$ cat src/rtl/multicycle_executor_pkg.sv
// Shared definitions for the multi-cycle RV32I executor: FSM states,
// trap cause codes, major opcodes, load/store size codes (funct3) and the
// ALU operation set with its funct3/funct7 decoder.
package multicycle_executor_pkg;

  typedef enum logic [2:0] {
    S_IDLE,
    S_EXEC,
    S_MEM,
    S_WB,
    S_TRAP
  } state_e;

  typedef enum logic [1:0] {
    CAUSE_NONE     = 2'd0,
    CAUSE_ILLEGAL  = 2'd1,
    CAUSE_MISALIGN = 2'd2,
    CAUSE_TIMEOUT  = 2'd3
  } trap_cause_e;

  localparam logic [6:0] OPC_LUI    = 7'b0110111;
  localparam logic [6:0] OPC_JAL    = 7'b1101111;
  localparam logic [6:0] OPC_BRANCH = 7'b1100011;
  localparam logic [6:0] OPC_LOAD   = 7'b0000011;
  localparam logic [6:0] OPC_STORE  = 7'b0100011;
  localparam logic [6:0] OPC_OPIMM  = 7'b0010011;
  localparam logic [6:0] OPC_OP     = 7'b0110011;

  localparam logic [2:0] SZ_B  = 3'b000;
  localparam logic [2:0] SZ_H  = 3'b001;
  localparam logic [2:0] SZ_W  = 3'b010;
  localparam logic [2:0] SZ_BU = 3'b100;
  localparam logic [2:0] SZ_HU = 3'b101;

  typedef enum logic [3:0] {
    ALU_ADD,
    ALU_SUB,
    ALU_SLL,
    ALU_SLT,
    ALU_SLTU,
    ALU_XOR,
    ALU_SRL,
    ALU_SRA,
    ALU_OR,
    ALU_AND
  } alu_op_e;

  // alt selects SUB for funct3=000 and SRA for funct3=101.
  function automatic alu_op_e alu_decode(input logic [2:0] f3, input logic alt);
    alu_op_e op;
    case (f3)
      3'b000:  op = alt ? ALU_SUB : ALU_ADD;
      3'b001:  op = ALU_SLL;
      3'b010:  op = ALU_SLT;
      3'b011:  op = ALU_SLTU;
      3'b100:  op = ALU_XOR;
      3'b101:  op = alt ? ALU_SRA : ALU_SRL;
      3'b110:  op = ALU_OR;
      default: op = ALU_AND;
    endcase
    return op;
  endfunction

endpackage

$ cat src/rtl/multicycle_executor_regfile.sv
// Architectural register file with asynchronous clear.
// Ports: clk/reset; write port (we, waddr, wdata); two combinational read
// ports (raddr1/rdata1, raddr2/rdata2). x0 always reads zero and ignores
// writes; indices at or above NREGS read as zero (the executor traps them).
module regfile_async_reset #(
  parameter int XLEN  = 32,
  parameter int NREGS = 32
) (
  input  logic            clk,
  input  logic            reset,
  input  logic            we,
  input  logic [4:0]      waddr,
  input  logic [XLEN-1:0] wdata,
  input  logic [4:0]      raddr1,
  input  logic [4:0]      raddr2,
  output logic [XLEN-1:0] rdata1,
  output logic [XLEN-1:0] rdata2
);

  logic [XLEN-1:0] regs [NREGS];

  always_ff @(posedge clk or posedge reset) begin
    if (reset) begin
      for (int i = 0; i < NREGS; i++) regs[i] <= '0;
    end else if (we && waddr != 5'd0) begin
      for (int i = 1; i < NREGS; i++)
        if (waddr == 5'(i)) regs[i] <= wdata;
    end
  end

  always_comb begin
    rdata1 = '0;
    rdata2 = '0;
    for (int i = 1; i < NREGS; i++) begin
      if (raddr1 == 5'(i)) rdata1 = regs[i];
      if (raddr2 == 5'(i)) rdata2 = regs[i];
    end
  end

endmodule

$ cat src/rtl/multicycle_executor.sv
// Multi-cycle RV32I subset executor. One instruction at a time is accepted
// over instr_valid/instr_ready and runs IDLE -> EXEC -> [MEM] -> WB/TRAP.
// Ports: clk, reset (async, active-high); instr_valid/instr_ready,
// instruction, pc (issue side); done, next_pc, trap, trap_cause (retire
// side); bus_req, bus_we, bus_address, bus_wr_data, bus_size, bus_read_data,
// bus_ack (wait-state memory bus, request held until ack or timeout).
module multicycle_executor
  import multicycle_executor_pkg::*;
#(
  parameter int XLEN        = 32,
  parameter int NREGS       = 32,
  parameter int BUS_TIMEOUT = 16
) (
  input  logic            clk,
  input  logic            reset,
  input  logic            instr_valid,
  output logic            instr_ready,
  input  logic [31:0]     instruction,
  input  logic [XLEN-1:0] pc,
  output logic            done,
  output logic [XLEN-1:0] next_pc,
  output logic            trap,
  output logic [1:0]      trap_cause,
  output logic            bus_req,
  output logic            bus_we,
  output logic [XLEN-1:0] bus_address,
  output logic [XLEN-1:0] bus_wr_data,
  output logic [2:0]      bus_size,
  input  logic [XLEN-1:0] bus_read_data,
  input  logic            bus_ack
);

  localparam int SHW   = $clog2(XLEN);
  localparam int CNT_W = $clog2(BUS_TIMEOUT + 1);

  state_e state, state_nxt;

  logic [31:0]      instr_p0;
  logic [XLEN-1:0]  pc_p0;
  logic [XLEN-1:0]  result_p1;
  logic             wb_en_p1;
  logic [CNT_W-1:0] wait_cnt;

  logic [6:0] opcode, f7;
  logic [4:0] rd, rs1, rs2;
  logic [2:0] f3;
  logic [XLEN-1:0] imm_i, imm_s, imm_b, imm_j, imm_u;
  logic [XLEN-1:0] rs1_val, rs2_val, pc_plus4, mem_addr;
  logic signed [XLEN-1:0] rs1_s, rs2_s;

  logic illegal, misalign, use_rd, use_rs1, use_rs2, is_mem, is_store;
  logic br_taken, alt, wait_expired;
  logic [XLEN-1:0] exec_result, exec_next_pc;
  trap_cause_e exec_cause;

  function automatic logic [XLEN-1:0] alu(input alu_op_e op,
                                          input logic [XLEN-1:0] a,
                                          input logic [XLEN-1:0] b);
    logic signed [XLEN-1:0] a_s, b_s;
    logic [SHW-1:0] sh;
    logic [XLEN-1:0] r;
    a_s = a;
    b_s = b;
    sh  = b[SHW-1:0];
    case (op)
      ALU_ADD:  r = a + b;
      ALU_SUB:  r = a - b;
      ALU_SLL:  r = a << sh;
      ALU_SLT:  r = {{(XLEN-1){1'b0}}, (a_s < b_s)};
      ALU_SLTU: r = {{(XLEN-1){1'b0}}, (a < b)};
      ALU_XOR:  r = a ^ b;
      ALU_SRL:  r = a >> sh;
      ALU_SRA:  r = a_s >>> sh;
      ALU_OR:   r = a | b;
      default:  r = a & b;
    endcase
    return r;
  endfunction

  // Bus data arrives right-aligned; only the low byte/halfword is kept.
  function automatic logic [XLEN-1:0] load_extend(input logic [2:0] size,
                                                  input logic [XLEN-1:0] d);
    logic [XLEN-1:0] r;
    case (size)
      SZ_B:    r = {{(XLEN-8){d[7]}}, d[7:0]};
      SZ_H:    r = {{(XLEN-16){d[15]}}, d[15:0]};
      SZ_BU:   r = {{(XLEN-8){1'b0}}, d[7:0]};
      SZ_HU:   r = {{(XLEN-16){1'b0}}, d[15:0]};
      default: r = d;
    endcase
    return r;
  endfunction

  function automatic logic reg_ok(input logic [4:0] idx);
    return int'(idx) < NREGS;
  endfunction

  assign opcode = instr_p0[6:0];
  assign rd     = instr_p0[11:7];
  assign f3     = instr_p0[14:12];
  assign rs1    = instr_p0[19:15];
  assign rs2    = instr_p0[24:20];
  assign f7     = instr_p0[31:25];

  assign imm_i = {{(XLEN-12){instr_p0[31]}}, instr_p0[31:20]};
  assign imm_s = {{(XLEN-12){instr_p0[31]}}, instr_p0[31:25], instr_p0[11:7]};
  assign imm_b = {{(XLEN-13){instr_p0[31]}}, instr_p0[31], instr_p0[7],
                  instr_p0[30:25], instr_p0[11:8], 1'b0};
  assign imm_j = {{(XLEN-21){instr_p0[31]}}, instr_p0[31], instr_p0[19:12],
                  instr_p0[20], instr_p0[30:21], 1'b0};
  assign imm_u = {{(XLEN-31){instr_p0[31]}}, instr_p0[30:12], 12'h000};

  assign rs1_s    = rs1_val;
  assign rs2_s    = rs2_val;
  assign pc_plus4 = pc_p0 + XLEN'(4);
  assign mem_addr = rs1_val + ((opcode == OPC_STORE) ? imm_s : imm_i);

  assign wait_expired = (wait_cnt == CNT_W'(BUS_TIMEOUT - 1));

  regfile_async_reset #(
    .XLEN  (XLEN),
    .NREGS (NREGS)
  ) u_regfile (
    .clk    (clk),
    .reset  (reset),
    .we     ((state == S_WB) && wb_en_p1),
    .waddr  (rd),
    .wdata  (result_p1),
    .raddr1 (rs1),
    .raddr2 (rs2),
    .rdata1 (rs1_val),
    .rdata2 (rs2_val)
  );

  // Decode / ALU / branch evaluation, consumed during EXEC.
  always_comb begin
    illegal      = 1'b0;
    use_rd       = 1'b0;
    use_rs1      = 1'b0;
    use_rs2      = 1'b0;
    is_mem       = 1'b0;
    is_store     = 1'b0;
    br_taken     = 1'b0;
    alt          = 1'b0;
    exec_result  = '0;
    exec_next_pc = pc_plus4;
    case (opcode)
      OPC_LUI: begin
        use_rd      = 1'b1;
        exec_result = imm_u;
      end
      OPC_JAL: begin
        use_rd       = 1'b1;
        exec_result  = pc_plus4;
        exec_next_pc = pc_p0 + imm_j;
      end
      OPC_OPIMM: begin
        use_rd  = 1'b1;
        use_rs1 = 1'b1;
        alt     = (f3 == 3'b101) && f7[5];
        if (f3 == 3'b001 && f7 != 7'h00) illegal = 1'b1;
        if (f3 == 3'b101 && f7 != 7'h00 && f7 != 7'h20) illegal = 1'b1;
        exec_result = alu(alu_decode(f3, alt), rs1_val, imm_i);
      end
      OPC_OP: begin
        use_rd  = 1'b1;
        use_rs1 = 1'b1;
        use_rs2 = 1'b1;
        alt     = f7[5];
        if (!(f7 == 7'h00 || (f7 == 7'h20 && (f3 == 3'b000 || f3 == 3'b101))))
          illegal = 1'b1;
        exec_result = alu(alu_decode(f3, alt), rs1_val, rs2_val);
      end
      OPC_BRANCH: begin
        use_rs1 = 1'b1;
        use_rs2 = 1'b1;
        case (f3)
          3'b000:  br_taken = (rs1_val == rs2_val);
          3'b001:  br_taken = (rs1_val != rs2_val);
          3'b100:  br_taken = (rs1_s < rs2_s);
          3'b101:  br_taken = (rs1_s >= rs2_s);
          3'b110:  br_taken = (rs1_val < rs2_val);
          3'b111:  br_taken = (rs1_val >= rs2_val);
          default: illegal  = 1'b1;
        endcase
        if (br_taken) exec_next_pc = pc_p0 + imm_b;
      end
      OPC_LOAD: begin
        use_rd  = 1'b1;
        use_rs1 = 1'b1;
        is_mem  = 1'b1;
        if (!(f3 == SZ_B || f3 == SZ_H || f3 == SZ_W || f3 == SZ_BU || f3 == SZ_HU))
          illegal = 1'b1;
      end
      OPC_STORE: begin
        use_rs1  = 1'b1;
        use_rs2  = 1'b1;
        is_mem   = 1'b1;
        is_store = 1'b1;
        if (!(f3 == SZ_B || f3 == SZ_H || f3 == SZ_W)) illegal = 1'b1;
      end
      default: illegal = 1'b1;
    endcase
    if ((use_rd && !reg_ok(rd)) || (use_rs1 && !reg_ok(rs1)) ||
        (use_rs2 && !reg_ok(rs2)))
      illegal = 1'b1;
    misalign = is_mem && ((f3[1:0] == 2'b01 && mem_addr[0]) ||
                          (f3[1:0] == 2'b10 && mem_addr[1:0] != 2'b00));
    if (illegal)       exec_cause = CAUSE_ILLEGAL;
    else if (misalign) exec_cause = CAUSE_MISALIGN;
    else               exec_cause = CAUSE_NONE;
  end

  always_ff @(posedge clk or posedge reset) begin
    if (reset) state <= S_IDLE;
    else       state <= state_nxt;
  end

  always_comb begin
    state_nxt   = state;
    instr_ready = 1'b0;
    done        = 1'b0;
    trap        = 1'b0;
    bus_req     = 1'b0;
    case (state)
      S_IDLE: begin
        instr_ready = 1'b1;
        if (instr_valid) state_nxt = S_EXEC;
      end
      S_EXEC: begin
        if (exec_cause != CAUSE_NONE) state_nxt = S_TRAP;
        else if (is_mem)              state_nxt = S_MEM;
        else                          state_nxt = S_WB;
      end
      S_MEM: begin
        bus_req = 1'b1;
        // Ack takes priority over an expiring wait counter.
        if (bus_ack)           state_nxt = S_WB;
        else if (wait_expired) state_nxt = S_TRAP;
      end
      S_WB: begin
        done      = 1'b1;
        state_nxt = S_IDLE;
      end
      S_TRAP: begin
        done      = 1'b1;
        trap      = 1'b1;
        state_nxt = S_IDLE;
      end
      default: state_nxt = S_IDLE;
    endcase
  end

  always_ff @(posedge clk or posedge reset) begin
    if (reset) begin
      instr_p0    <= '0;
      pc_p0       <= '0;
      result_p1   <= '0;
      wb_en_p1    <= 1'b0;
      wait_cnt    <= '0;
      next_pc     <= '0;
      trap_cause  <= '0;
      bus_we      <= 1'b0;
      bus_address <= '0;
      bus_wr_data <= '0;
      bus_size    <= '0;
    end else begin
      case (state)
        // IDLE -> EXEC: capture the issued instruction
        S_IDLE: begin
          if (instr_valid) begin
            instr_p0 <= instruction;
            pc_p0    <= pc;
          end
        end
        // EXEC -> MEM/WB/TRAP: register result, next pc and bus request
        S_EXEC: begin
          result_p1  <= exec_result;
          wb_en_p1   <= use_rd && (rd != 5'd0) && (exec_cause == CAUSE_NONE);
          next_pc    <= (exec_cause == CAUSE_NONE) ? exec_next_pc : pc_plus4;
          trap_cause <= exec_cause;
          wait_cnt   <= '0;
          if (is_mem && exec_cause == CAUSE_NONE) begin
            bus_we      <= is_store;
            bus_address <= mem_addr;
            bus_wr_data <= rs2_val;
            bus_size    <= f3;
          end
        end
        // MEM -> WB/TRAP: latch load data or count a wait state
        S_MEM: begin
          if (bus_ack)           result_p1  <= load_extend(bus_size, bus_read_data);
          else if (wait_expired) trap_cause <= CAUSE_TIMEOUT;
          else                   wait_cnt   <= wait_cnt + 1'b1;
        end
        default: ;
      endcase
    end
  end

endmodule

$ cat config.mk
export PLATFORM = sky130hd
export DESIGN_NAME = multicycle_executor
export DESIGN_NICKNAME = d
export VERILOG_FILES = /design/src/rtl/multicycle_executor_pkg.sv /design/src/rtl/multicycle_executor_regfile.sv /design/src/rtl/multicycle_executor.sv
export SDC_FILE = /design/constraint.sdc
export NUM_CORES = 2
export LEC_CHECK = 0
export CAP_MARGIN = 5
export CELL_PAD_IN_SITES_DETAIL_PLACEMENT = 1
export CELL_PAD_IN_SITES_GLOBAL_PLACEMENT = 1
export CORE_MARGIN = 5
export CORE_UTILIZATION = 40
export DETAILED_ROUTE_END_ITERATION = 6
export DONT_BUFFER_PORTS = 1
export GPL_TIMING_DRIVEN = 0
export PLACE_DENSITY_LB_ADDON = 0.2
export REMOVE_ABC_BUFFERS = 1
export SYNTH_ARGS = -nofsm -noshare
export SYNTH_HDL_FRONTEND = slang
export SYNTH_SLANG_ARGS = --single-unit
$ cat constraint.sdc
create_clock -name clk -period 49.9 [get_ports clk]
set_input_delay 4.99 -clock clk [delete_from_list [all_inputs] [get_ports clk]]
set_output_delay 4.99 -clock clk [all_outputs]
set_load 0.02 [all_outputs]
==> summary.md <==
| Metric | Value |
|---|---|
| Max Clock Skew | `a little over 0.08 ns` |
| Tmin final | `between 10 and 15 ns` |
| Core region area | `about 0.21 mm²` |
| CTS tree | `yes` |
| Layout filler cell count | `between 20000 and 25000` |
| Fin nets | `around 9000` |
| Number of synthesized register bits | `roughly 1200` |
| Compound-Gate Fraction of Synth Area | `22.2%` |
| Reg clk slew, reported paths | `about 0.06 ns` |
| # clock sinks | `about 1200` |
| Mapped Cells | `approximately 9000` |
| First DRT Iteration DRCs | `approximately 14000` |
| # port buffers | `0` |
| Root Driver | `clkbuf_16` |
| Post-CTS Setup Repair Bufs | `0` |
| Most frequent cell after synthesis | `dfrtp_1` |
| DIE WIDTH | `around 470 µm` |
| Worst reg2reg path endpoint | `result_p1[29]$_DFFE_PP0P_` |
| Yosys Warn Count | `0` |
| Net switching power | `between 4 and 5 mW` |
| Worst setup margin | `around 37 ns` |
| Synth cell types | `110` |
| Worst Path Required | `50.57 ns` |
| CP arrival | `roughly 13 ns` |
| Switching share of power | `roughly 60%` |
| Grt total ovfl | `0` |
| Sequential share of power | `between 10% and 20%` |
| Largest family of logic cells by synthesized area | `compound AO/OA/AOI/OAI gates` |
| HP Class | `reg -> reg` |
| Worst-skew pair later-pin latency | `0.88 ns` |
| Max-slew headroom | `-9.87%` |
| VDD IR max | `0.0730 mV` |
| Worst slack, placed | `approximately 38 ns` |
| Area share of the largest cell type after synthesis | `between 30% and 40%` |
| Die Area | `0.220 mm²` |
| Gr usage total | `between 40% and 50%` |
| Initial core utilization | `between 40% and 50%` |
| Die H | `between 400 and 500 µm` |
| Post-CTS sizing | `0` |
| Fin crit share | `around 25%` |
| Fraction of layout cells with a size suffix above 1 | `a little under a quarter` |
| Startpoint of the worst register-to-register path | `instr_p0[22]$_DFFE_PP0P_` |
| Cell Rows | `~170` |
| Final Non-Filler Cells | `about 12000` |
| Worst-path fanout max | `62` |
| Synth cell count leaders | `dfrtp_1, mux2_2, a21oi_1` |
| Status | `complete, but fails checks` |
| Post-Synth XOR/XNOR Area | `~1.6%` |
| Post-synthesis simple-gate area fraction | `about 14%` |
| Num CTS Buffers | `between 100 and 150` |
| Clock power share | `about 15%` |
| Io pins | `206` |
| Cell Area, Synth | `0.0841 mm²` |
| Crit Path Category | `reg -> reg` |
| Critical path startpoint | `instr_p0[22]$_DFFE_PP0P_` |
| Largest net degree at the start of global routing | `about 130` |
| Slowest Stage Delay on Critical Path | `roughly 1.1 ns` |
| Reg2Reg Depth | `30` |
| Violated checks | `DRC, capacitance limit, slew limit` |
| Syn Area/Cell | `9.33 µm²` |
| DR WL/cell | `approximately 47 µm` |
| Antenna-violating nets left | `0` |
| Final Max Slew Viols | `approximately 130` |
| F_max | `~0.08 GHz` |
| DP HPWL | `387000 µm` |
| Sequential cell area fraction in the yosys report | `35.7%` |
| Vias per cell | `roughly 7.6` |
| Area Growth Syn to Fin | `14.3%` |
| Crit path launch type | `flip-flop` |
| Final setup violation count | `0` |
| Final Wtd Congestion | `1.04` |
| Critical-path top delay cell | `nand2b_1` |
| Synth area leaders | `dfrtp_1, mux2_2, ha_1` |
| Crit. End Element | `flip-flop` |
| Post-synthesis mux area share | `between 10% and 20%` |
| Async SR Flop Fraction | `100%` |
| Initial antenna violation count | `59` |
| Leak | `42.3 nW` |
| Number of H-tree levels | `4` |
| CP dominant cell by count | `a21oi_1` |
| Post-Route WL | `between 500000 and 600000 µm` |
| Final instance area | `between 0.09 and 0.1 mm²` |
| Placed cell count | `around 11000` |
| Post-synth EDFFs | `0` |
| Worst R2R Setup Slack | `between 30 and 40 ns` |
| DP Area | `between 0.09 and 0.1 mm²` |
| Combinational power share | `67.1%` |
| Area leader, netlist | `dfrtp_1` |
| DRC violations left | `11` |
| Top FF cell, synth | `dfrtp_1` |
| Post-CTS Hold Fix Bufs | `0` |
| Vias | `87762` |
| Final Util | `between 40% and 50%` |
| Power Density | `approximately 79 mW/mm²` |
| First-pass GRT wire length | `about 730000 µm` |
| RSZ-0062 raised after global routing | `no` |
| Bufs on Longest Clock Path | `3` |
| Slew @ Worst Pin | `~1.6 ns` |
| Number of global-route vias before repair | `85463` |
| Area share of fa/ha/maj cells after synthesis | `3.93%` |
| First-pass iteration count of the detailed router | `7` |
| Max cap viols | `17` |
| Critical path endpoint | `result_p1[29]$_DFFE_PP0P_` |
| Hold Vio Cnt, Final | `0` |
| Cell Int Power | `between 3 and 4 mW` |
| Overall Power | `7.58 mW` |
## flip-flops by register name, indices dropped and copies added, names as in the netlist, 5 cells and up
name and flops:
next_pc 32, bus_wr_data 32, u_regfile.regs 992, result_p1 32
pc_p0 32, wait_cnt 5, bus_address 32, instr_p0 32
## cell families after synthesis
family | after synthesis
buffers and inverters | 1004
DFF | 1199
muxes | 1302
AOI/OAI and AO/OA | 2756
xor gates and xnor gates | 149
adders and majority gates | 260
and+or+nand+nor | 2347
## power by group through the flow
stage                     combinational (mW)  sequential (mW)  clock (mW)
after floorplan                         2.36             1.25           0
after global placement                  4.24             1.50           0
after detailed placement                4.72             1.35           0
after CTS                               4.74             1.33        1.16
after global routing                    5.10             1.33        1.20
final                                   5.08             1.33        1.16
## final cells by class
cell class	instances	area, µm²	area share [%]
tap	2805	3510	3.65
timing repair buffer	295	5620	5.85
antenna	38	95.1	0.0989
multi-input combinational	6814	51000	53.1
clock buffer	216	4340	4.51
sequential	1199	30100	31.3
clock inverter	52	811	0.843
inverter	177	684	0.712
## worst min-delay path by stage
| stage | depth (start not counted) | startpoint | end |
|---|---|---|---|
| 3_5_place_dp | 2 | wb_en_p1$_DFFE_PP0P_ | wb_en_p1$_DFFE_PP0P_ |
| 6_report | 2 | wb_en_p1$_DFFE_PP0P_ | wb_en_p1$_DFFE_PP0P_ |
| 4_1_cts | 2 | wb_en_p1$_DFFE_PP0P_ | wb_en_p1$_DFFE_PP0P_ |
| 3_3_place_gp | 2 | wb_en_p1$_DFFE_PP0P_ | wb_en_p1$_DFFE_PP0P_ |
| 5_1_grt | 2 | wb_en_p1$_DFFE_PP0P_ | wb_en_p1$_DFFE_PP0P_ |
| 2_1_floorplan | 2 | wb_en_p1$_DFFE_PP0P_ | wb_en_p1$_DFFE_PP0P_ |
## worst max-delay path, delay by kind of cell, from the launching register on
| family | cells | cell delay, ns |
|---|---|---|
| AO/OA/AOI/OAI | 18 | 6.40 |
| AND/OR/NAND/NOR | 5 | 2.34 |
| buffers and inverters | 5 | 1.22 |
| flip-flops | 1 | 0.83 |
| XOR/XNOR | 1 | 0.82 |
| adder cells (fa/ha/maj) | 1 | 0.48 |
## per-stage QoR
| stage | hold slack (ns) | TNS [ns] |
|---|---|---|
| 3_3_place_gp | 0.466 | -5093.53 |
| 5_1_grt | 0.521 | 0 |
| 6_report | 0.501 | 0 |
| 4_1_cts | 0.496 | 0 |
| 2_1_floorplan | 0.440 | 0 |
| 3_5_place_dp | 0.482 | 0 |
## cells in the final DEF, fill, tap and decap left out, drive strengths merged, types with 71 or more instances in the layout
cell type     n
a22oi       227
mux2i       179
clkbuf      216
ha          253
o221ai       74
inv         174
nand3       269
a31oi        95
a21oi       620
o21ai       557
nand2       540
a211oi      125
a21o         71
dfrtp      1199
nor2        573
nand4        97
o211ai       94
and3        233
nor3        173
a221oi      110
buf         295
mux2       1088
o22ai       113
xnor2       101
## metal layers
| layer | vias to the layer above | GRT usage [%] | part of all wire, % |
|---|---|---|---|
| met4 | 28 | 42.4 | 11 |
| met5 | - | 0 | 0.045 |
| met2 | 7341 | 67.1 | 40 |
| li1 | 33362 | - | - |
| met3 | 2462 | 18.3 | 13 |
| met1 | 44569 | 56.6 | 35 |
Note: power is estimated with default switching activity, not from simulation.
